==> src/rtl/stopwatch_fsm.sv <==
// Stopwatch core: mm:ss BCD up-counter with start/pause/lap/clear control FSM.
module stopwatch_fsm #(
    parameter logic [15:0] LIMIT = 16'h5959
) (
    input  logic        clk,
    input  logic        rst_n,
    input  logic        tick,
    input  logic        start_stop,
    input  logic        lap_reset,
    output logic [15:0] q,
    output logic        is_pause,
    output logic        is_restart,
    output logic        is_lap
);

    localparam int unsigned CNT_W = 16;
    localparam int unsigned DIG_W = 4;

    typedef enum logic [2:0] {
        IDLE  = 3'd0,
        RUN   = 3'd1,
        PAUSE = 3'd2,
        LAP   = 3'd3,
        DONE  = 3'd4
    } state_t;

    state_t            state;
    state_t            state_nxt;
    logic [CNT_W-1:0]  cnt;
    logic [CNT_W-1:0]  cnt_nxt;
    logic [CNT_W-1:0]  lap;
    logic [CNT_W-1:0]  lap_nxt;
    logic [CNT_W-1:0]  cnt_inc;
    logic [CNT_W-1:0]  q_nxt;
    logic              counting;
    logic              saturate;
    logic              is_pause_nxt;
    logic              is_restart_nxt;
    logic              is_lap_nxt;

    // One-second BCD increment with ripple carry s1 -> s10 -> m1 -> m10.
    function automatic logic [CNT_W-1:0] bcd_inc(input logic [CNT_W-1:0] v);
        logic [DIG_W-1:0] s1;
        logic [DIG_W-1:0] s10;
        logic [DIG_W-1:0] m1;
        logic [DIG_W-1:0] m10;
        s1  = v[3:0];
        s10 = v[7:4];
        m1  = v[11:8];
        m10 = v[15:12];
        if (s1 == DIG_W'(9)) begin
            s1 = '0;
            if (s10 == DIG_W'(5)) begin
                s10 = '0;
                if (m1 == DIG_W'(9)) begin
                    m1  = '0;
                    m10 = m10 + DIG_W'(1);
                end else begin
                    m1 = m1 + DIG_W'(1);
                end
            end else begin
                s10 = s10 + DIG_W'(1);
            end
        end else begin
            s1 = s1 + DIG_W'(1);
        end
        return {m10, m1, s10, s1};
    endfunction

    // Next-state, counter, lap capture and registered-output values.
    always_comb begin
        state_nxt      = state;
        cnt_nxt        = cnt;
        lap_nxt        = lap;
        cnt_inc        = bcd_inc(cnt);
        counting       = tick && ((state == RUN) || (state == LAP));
        saturate       = counting && (cnt_inc == LIMIT);
        q_nxt          = '0;
        is_pause_nxt   = 1'b0;
        is_restart_nxt = 1'b0;
        is_lap_nxt     = 1'b0;

        if (counting) begin
            cnt_nxt = cnt_inc;
        end

        if (saturate) begin
            // Reaching the limit overrides any button and ends the run.
            state_nxt = DONE;
            cnt_nxt   = LIMIT;
        end else begin
            unique case (state)
                IDLE: begin
                    if (start_stop) begin
                        state_nxt = RUN;
                    end
                end
                RUN: begin
                    if (start_stop) begin
                        state_nxt = PAUSE;
                    end else if (lap_reset) begin
                        state_nxt = LAP;
                        lap_nxt   = cnt;
                    end
                end
                PAUSE: begin
                    if (start_stop) begin
                        state_nxt = RUN;
                    end else if (lap_reset) begin
                        state_nxt = IDLE;
                        cnt_nxt   = '0;
                    end
                end
                LAP: begin
                    if (start_stop) begin
                        state_nxt = PAUSE;
                    end else if (lap_reset) begin
                        state_nxt = RUN;
                    end
                end
                DONE: begin
                    // start_stop has no effect here but still masks lap_reset.
                    if (lap_reset && !start_stop) begin
                        state_nxt = IDLE;
                        cnt_nxt   = '0;
                    end
                end
                default: begin
                    state_nxt = IDLE;
                    cnt_nxt   = '0;
                end
            endcase
        end

        // The frozen value only lives while in LAP.
        if (state_nxt != LAP) begin
            lap_nxt = '0;
        end

        q_nxt          = (state_nxt == LAP) ? lap_nxt : cnt_nxt;
        is_pause_nxt   = (state_nxt == PAUSE);
        is_restart_nxt = (state_nxt == RUN) || (state_nxt == LAP);
        is_lap_nxt     = (state_nxt == LAP);
    end

    // State, counter, lap and output registers.
    always_ff @(posedge clk or negedge rst_n) begin
        if (!rst_n) begin
            state      <= IDLE;
            cnt        <= '0;
            lap        <= '0;
            q          <= '0;
            is_pause   <= 1'b0;
            is_restart <= 1'b0;
            is_lap     <= 1'b0;
        end else begin
            state      <= state_nxt;
            cnt        <= cnt_nxt;
            lap        <= lap_nxt;
            q          <= q_nxt;
            is_pause   <= is_pause_nxt;
            is_restart <= is_restart_nxt;
            is_lap     <= is_lap_nxt;
        end
    end

endmodule

==> config.mk <==
export PLATFORM = sky130hd
export DESIGN_NAME = stopwatch_fsm
export DESIGN_NICKNAME = d
export VERILOG_FILES = /design/src/rtl/stopwatch_fsm.sv
export SDC_FILE = /design/constraint.sdc
export NUM_CORES = 1
export LEC_CHECK = 0
export ABC_AREA = 0
export CAP_MARGIN = 20
export CORE_ASPECT_RATIO = 0.75
export CORE_MARGIN = 2
export CORE_UTILIZATION = 57
export DETAILED_ROUTE_END_ITERATION = 8
export PLACE_DENSITY = 0.9
export REMOVE_ABC_BUFFERS = 1
export SLEW_MARGIN = 15
export SYNTH_ARGS = -nofsm -noshare
export SYNTH_HDL_FRONTEND = slang
export SYNTH_SLANG_ARGS = --single-unit
==> constraint.sdc <==
create_clock -name clk -period 2.8 [get_ports clk]
set_clock_uncertainty 0.2 [all_clocks]
set_input_delay 0.56 -clock clk [delete_from_list [all_inputs] [get_ports clk]]
set_output_delay 0.56 -clock clk [all_outputs]
set_load 0.05 [all_outputs]
[After elaboration in Yosys (flattened, before gate mapping)]
Index checks and enable logic that the tools add are counted.
Widths: inputs -> output; s select.
Storage, ports and cells
  bits in registers: 54
  latch bits: 0
  memory bits (writable): 0
  ROM bits: 0
  input bits: 5
  output and inout bits: 19
  word-level logic and storage cells: 62
  memories: 0
Operators by class
  $add $sub $neg: 4
  multiply operators: 0
  divide/modulo/power cells: 0
  $lt $le $gt $ge: 0
  eq/ne operators: 12
  shift-type cells: 0
  muxes and demuxes: 31
  bitwise logic cells: 0
  reductions and logical operators: 8
Operator list (number)
  $mux 16: 11
  $pmux 16 s3: 1
  $mux 4: 9
  $mux 3: 9
  $add 4x1->4 const B: 4
  $eq 16x15->1 const B: 1
  $pmux 3 s5: 1
  $eq 3x2->1 const B: 4
  $eq 4x4->1 const B: 2
  $eq 3x1->1 const B: 2
  $eq 4x3->1 const B: 1
  $eq 3x3->1 const B: 1
  $logic_and 1x1->1: 3
  $logic_not 3->1: 1
  $ne 3x2->1 const B: 1
  $reduce_or 3->1: 1
  $logic_or 1x1->1: 2
  $logic_not 1->1: 1

[Logic depth before layout (Yosys ltp)]
Gate-level depths: netlist (run 1).
  word-level depth: 10
  gate-level depth with buffers: 11
  gate-level depth less buffers: 9

[Worst setup path before layout (run 1)]
Ideal clock, no wire load.
  path type: reg2reg
  start: register cnt[4]
  end: register q[12]
  setup time: 0.121 ns
  arrival time: 2.051 ns
  data required time: 2.479 ns
  slack: 0.427 ns
  cell stages (with the launch flop): 10
  buffers on the path: 1
  period minus slack after synthesis: 2.373 ns
  path through: dfrtp_1 > ha_1 > and4b_1 > a311oi_1 > o22ai_1 > nor4_2 > nand2b_1 > buf_4 > inv_2 > o22a_1
Between the ends
  elaborated cells between the ends (all ways): 22
  those cells by class: add/sub (1); eq/ne (4); mux (16); reduce/logical (1)
RTL lines
  from (decl): line 29  | logic [CNT_W-1:0] cnt;
  from (signal assigned): line 158  | cnt <= cnt_nxt;
  $add 4x1->4 or $eq 4x3->1 (tied branches): line 62, 53
  $mux 4: line 53  | if (s10 == DIG_W'(5)) begin
  $mux 4: line 51  | if (s1 == DIG_W'(9)) begin
  $eq 16x15->1 *: line 77  | saturate = counting && (cnt_inc == LIMIT);
  $logic_and 1x1->1 *: line 77
  $mux 3 *: line 87  | if (saturate) begin
  $eq 3x2->1 *
  named net is_lap_nxt: line 39  | logic is_lap_nxt;
  $mux 16 *: line 140  | q_nxt = (state_nxt == LAP) ? lap_nxt : cnt_nxt;
  named net q_nxt[12]: line 34  | logic [CNT_W-1:0] q_nxt;
  to (signal assigned): line 160  | q <= q_nxt;
  to (decl): line 10  | output logic [15:0] q,
Mark *: on every way through the listed nets, which the timed path passes. The rest lies on a longest branch.

[Final worst setup path (run 1)]
  start: register cnt[5]
  end: register q[0]
Between the ends
  longest elaborated chain between the ends: 9
  elaborated cells between the ends (all ways): 17
  those cells by class: add/sub (1); eq/ne (4); mux (11); reduce/logical (1)
RTL lines
  $add 4x1->4 or $eq 4x3->1 (tied branches): line 62, 53
  $mux 4: line 53
  $mux 4: line 51
  $eq 16x15->1 *: line 77
  $logic_and 1x1->1 *: line 77
  $mux 3: line 87
  $ne 3x2->1: line 136  | if (state_nxt != LAP) begin
  $mux 16: line 136
  $mux 16 *: line 140
  named net q_nxt[0]: line 34
Marked as above.

==> out/metrics.json, run 1 <==
{
  "cts-hold-fix-buffers": {"value": 0},
  "post-route-min-period": {"value": 2.67, "unit": "ns"},
  "area_delta_synth_final": {"value": 16.0, "unit": "%"},
  "drt-vias-per-instance": {"value": 5.90},
  "postSynthCellCount": {"value": 271},
  "rsz0062_at_grt": {"value": "no"},
  "antenna_violating_nets_post_route": {"value": 0},
  "cp_data_required_time": {"value": 2.78, "unit": "ns"},
  "p_sw_share": {"value": 40.0, "unit": "%"},
  "post_dp_cell_area": {"value": 2990, "unit": "um2"},
  "dr_total_vias": {"value": 2087},
  "numClockSinks": {"value": 54},
  "comb_power_share": {"value": 41.5, "unit": "%"},
  "multi_input_area": {"value": 1220, "unit": "um2"},
  "maxSlewHeadroom": {"value": 43.1, "unit": "%"},
  "initial_core_util": {"value": 59.6, "unit": "%"},
  "routed_wl": {"value": 5760, "unit": "um"},
  "max_freq": {"value": 375, "unit": "MHz"},
  "finalCritPeriodShare": {"value": 95.2, "unit": "%"},
  "cts_max_level": {"value": 2},
  "status": {"value": "completed"},
  "gr-usage-all-layers": {"value": 23.9, "unit": "%"},
  "layout.filler_cells": {"value": 338},
  "maxCapViolations": {"value": 0},
  "r2r_start": {"value": "cnt[5]"},
  "ys.warnings.count": {"value": 0},
  "synth.top_cells.by_area": {"value": "sky130_fd_sc_hd__dfrtp_1, sky130_fd_sc_hd__mux2i_1, sky130_fd_sc_hd__nor2_1"},
  "synthDominantCellAreaShare": {"value": 50.4, "unit": "%"},
  "combinational_family_with_the_most_area_after_synthesis": {"value": "simple AND/OR/NAND/NOR gates"},
  "p_sw": {"value": 0.00105, "unit": "W"},
  "peak_supply_drop": {"value": 555, "unit": "uV"},
  "part_of_the_yosys_area_used_for_sequential_elements": {"value": 50.4, "unit": "%"},
  "drc": {"value": 0},
  "internal_power": {"value": 0.00158, "unit": "W"},
  "regArea": {"value": 1350, "unit": "um2"},
  "avgRoutedWirePerCell": {"value": 16.3, "unit": "um"},
  "fp.coreArea": {"value": 4490, "unit": "um2"},
  "clock-root-buffer": {"value": "sky130_fd_sc_hd__clkbuf_8"},
  "io-pin-count": {"value": 24},
  "post_synth_and_or_nand_nor_area_fraction": {"value": 21.8, "unit": "%"},
  "iteration_0_drc_count_of_the_detailed_router": {"value": 132},
  "finalSetupViolCount": {"value": 0},
  "powerDensity": {"value": 846, "unit": "nW/um2"},
  "floorplan.die_area": {"value": 5270, "unit": "um2"},
  "detailedRoute.firstPassIterationCount": {"value": 4},
  "seq_power_share": {"value": 39.2, "unit": "%"},
  "power.leakage": {"value": 1.44, "unit": "nW"},
  "num_antenna_cells": {"value": 0},
  "synth_cell_type_count": {"value": 44},
  "muxShareOfSynthArea": {"value": 7.10, "unit": "%"},
  "io_buffers": {"value": 23},
  "postLayoutSetupSlackWorst": {"value": 0.134, "unit": "ns"},
  "die_width": {"value": 83.2, "unit": "um"},
  "xor_and_xnor_fraction_of_the_mapped_netlist_area": {"value": 2.29, "unit": "%"},
  "post-place-ws": {"value": -0.0559, "unit": "ns"},
  "critPathCaptureType": {"value": "flip-flop"},
  "first_global_vias": {"value": 2070},
  "cts.reportedPaths.clkPinSlew": {"value": 0.09, "unit": "ns"},
  "compound_gate_portion_of_the_synthesized_area": {"value": 11.5, "unit": "%"},
  "gr-total-overflow": {"value": 0},
  "avgSynthCellArea": {"value": 9.88, "unit": "um2"},
  "mostFrequentLayoutCell": {"value": "sky130_fd_sc_hd__dfrtp_1"},
  "die_height": {"value": 63.4, "unit": "um"},
  "nets": {"value": 306},
  "share_clk_of_total_power": {"value": 19.3, "unit": "%"},
  "arrival_time_at_the_worst_endpoint": {"value": 2.64, "unit": "ns"},
  "most-common-layout-cells": {"value": "sky130_fd_sc_hd__dfrtp_1, sky130_fd_sc_hd__nor2_1, sky130_fd_sc_hd__clkdlybuf4s50_1"},
  "path_max_fanout": {"value": 10},
  "gp_routability_congestion": {"value": 0.893},
  "asyncSetResetFlopFracSynth": {"value": 100, "unit": "%"},
  "cts_inserted_buffers": {"value": 5},
  "grt_start_max_net_pins": {"value": 41},
  "synth_ff_type": {"value": "sky130_fd_sc_hd__dfrtp_1"},
  "clock_insertion_delay_worst_skew": {"value": 0.31, "unit": "ns"},
  "post_synth_fa_ha_maj_area_fraction": {"value": 2.34, "unit": "%"},
  "final_max_slew_viol_count": {"value": 0},
  "cts_buffer_depth": {"value": 2},
  "detailedPlacementHpwl": {"value": 3900, "unit": "um"},
  "stdcell_area": {"value": 3110, "unit": "um2"},
  "report.power.total": {"value": 0.00263, "unit": "W"},
  "post_synth_instance_area": {"value": 2680, "unit": "um2"},
  "hold_viol_final": {"value": 0},
  "antenna_found_initial": {"value": 0},
  "layout_cells_sized_above_1": {"value": 10.1, "unit": "%"},
  "setup.worst_path.class": {"value": "flip-flop to flip-flop"},
  "row_count": {"value": 21},
  "tightest_slew": {"value": 0.854, "unit": "ns"},
  "fin_worst_hold_slack": {"value": 0.158, "unit": "ns"},
  "tritoncts": {"value": "yes"},
  "hold_path_class": {"value": "input pin to async pin"},
  "grt_first_pass_wirelength": {"value": 9990, "unit": "um"},
  "synth.largest_area_cell": {"value": "sky130_fd_sc_hd__dfrtp_1"},
  "setup.worst_path.start_class": {"value": "flip-flop"},
  "critical_path.startpoint": {"value": "cnt[5]"},
  "number_of_enable_type_register_cells_in_the_synthesized_netlist": {"value": 0},
  "ys_seq_elements": {"value": 54}
}
==> worst paths after layout <==
check | to | slack, ns | depth (start not counted)
max in group asynchronous | lap[13] | 1.53 | 2
min in group clk | lap[3] | 0.33 | 2
hold reg to reg | lap[3] | 0.33 | 2
setup reg to reg | q[0] | 0.13 | 9
setup / recovery | q[0] | 0.13 | 9
hold / removal | is_pause | 0.16 | 1
==> cells by family after synthesis <==
logic type,count (synthesis)
AND/OR/NAND/NOR,110
flip-flops,54
AO/OA/AOI/OAI,51
buffers and inverters,25
multiplexers,19
XOR/XNOR,7
adder cells (fa/ha/maj),5
==> registers in the layout (all words and copies together) (netlist names) <==
signal,flops
lap,16
q,16
state,3
is_lap,1
is_restart,1
is_pause,1
cnt,16
==> worst max-delay path: stages, from the launching register on <==
cell	delay (ns)
sky130_fd_sc_hd__dfrtp_2	0.46
sky130_fd_sc_hd__inv_1	0.09
sky130_fd_sc_hd__ha_1	0.22
sky130_fd_sc_hd__nand4b_1	0.26
sky130_fd_sc_hd__nor2_1	0.24
sky130_fd_sc_hd__a32oi_1	0.15
sky130_fd_sc_hd__nor4_2	0.36
sky130_fd_sc_hd__nand2b_1	0.23
sky130_fd_sc_hd__buf_4	0.20
sky130_fd_sc_hd__o21ai_0	0.13
==> layout make-up <==
| type | count | area share (%) |
|---|---|---|
| timing repair buffer | 38 | 11.0 |
| multi-input combinational | 192 | 39.2 |
| sequential | 54 | 43.5 |
| clock buffer | 7 | 2.46 |
| tap | 57 | 2.29 |
| clock inverter | 1 | 0.966 |
| inverter | 5 | 0.604 |
==> layer usage <==
layer  routed length [um]  vias up  global-route usage (%)
met2                 2720       81                    36.2
met5                    0        -                       0
met4                   44        0                    7.99
li1                     -     1001                       -
met1                 2530     1001                    33.4
met3                  466        4                    6.95
==> synthesized netlist by cell type (all sizes together) (2+ instances only) <==
| cell | count |
|---|---|
| a211oi | 7 |
| a21oi | 20 |
| and3b | 2 |
| buf | 11 |
| clkbuf | 9 |
| dfrtp | 54 |
| ha | 5 |
| inv | 5 |
| mux2i | 19 |
| nand2 | 7 |
| nand2b | 7 |
| nand3 | 5 |
| nand3b | 2 |
| nand4 | 4 |
| nand4b | 3 |
| nor2 | 46 |
| nor2b | 7 |
| nor3 | 9 |
| nor3b | 4 |
| nor4 | 3 |
| o21ai | 13 |
| o22a | 2 |
| o22ai | 3 |
| o31ai | 2 |
| or3 | 4 |
| or3b | 2 |
| xnor2 | 4 |
| xor2 | 3 |
==> metrics by stage <==
step | setup TNS, ns | utilization (%) | std cells
floorplan | -9.82 | - | 251
global placement | 0 | 66.6 | 346
detailed placement | -0.0873 | 66.6 | 346
CTS | 0 | 68.9 | 354
global route | 0 | 69.2 | 354
finish | 0 | 69.2 | 354
==> power by group through the flow <==
| stage | Combinational [W] | Clock [W] | Sequential (W) |
|---|---|---|---|
| 2_1_floorplan | 0.000382 | 0 | 0.00135 |
| 3_3_place_gp | 0.00106 | 0 | 0.00104 |
| 3_5_place_dp | 0.00108 | 0 | 0.00105 |
| 4_1_cts | 0.00109 | 0.000514 | 0.00103 |
| 5_1_grt | 0.00118 | 0.000552 | 0.00105 |
| 6_report | 0.00109 | 0.000506 | 0.00103 |
==> what timing repair did <==
item / in CTS / in global routing
buffers inserted: 0 / 0
resized for setup: 0 / 3
setup endpoints to repair: 0 / 13
Note: power is estimated with default switching activity, not from simulation.
==> inputs of run 2 (changes only) <==
- CTS_CLUSTER_DIAMETER: default -> 30
- SKIP_LAST_GASP: default -> 1
==> results of run 2 <==
The final DEF is identical to that of run 1; final timing and power are the same.
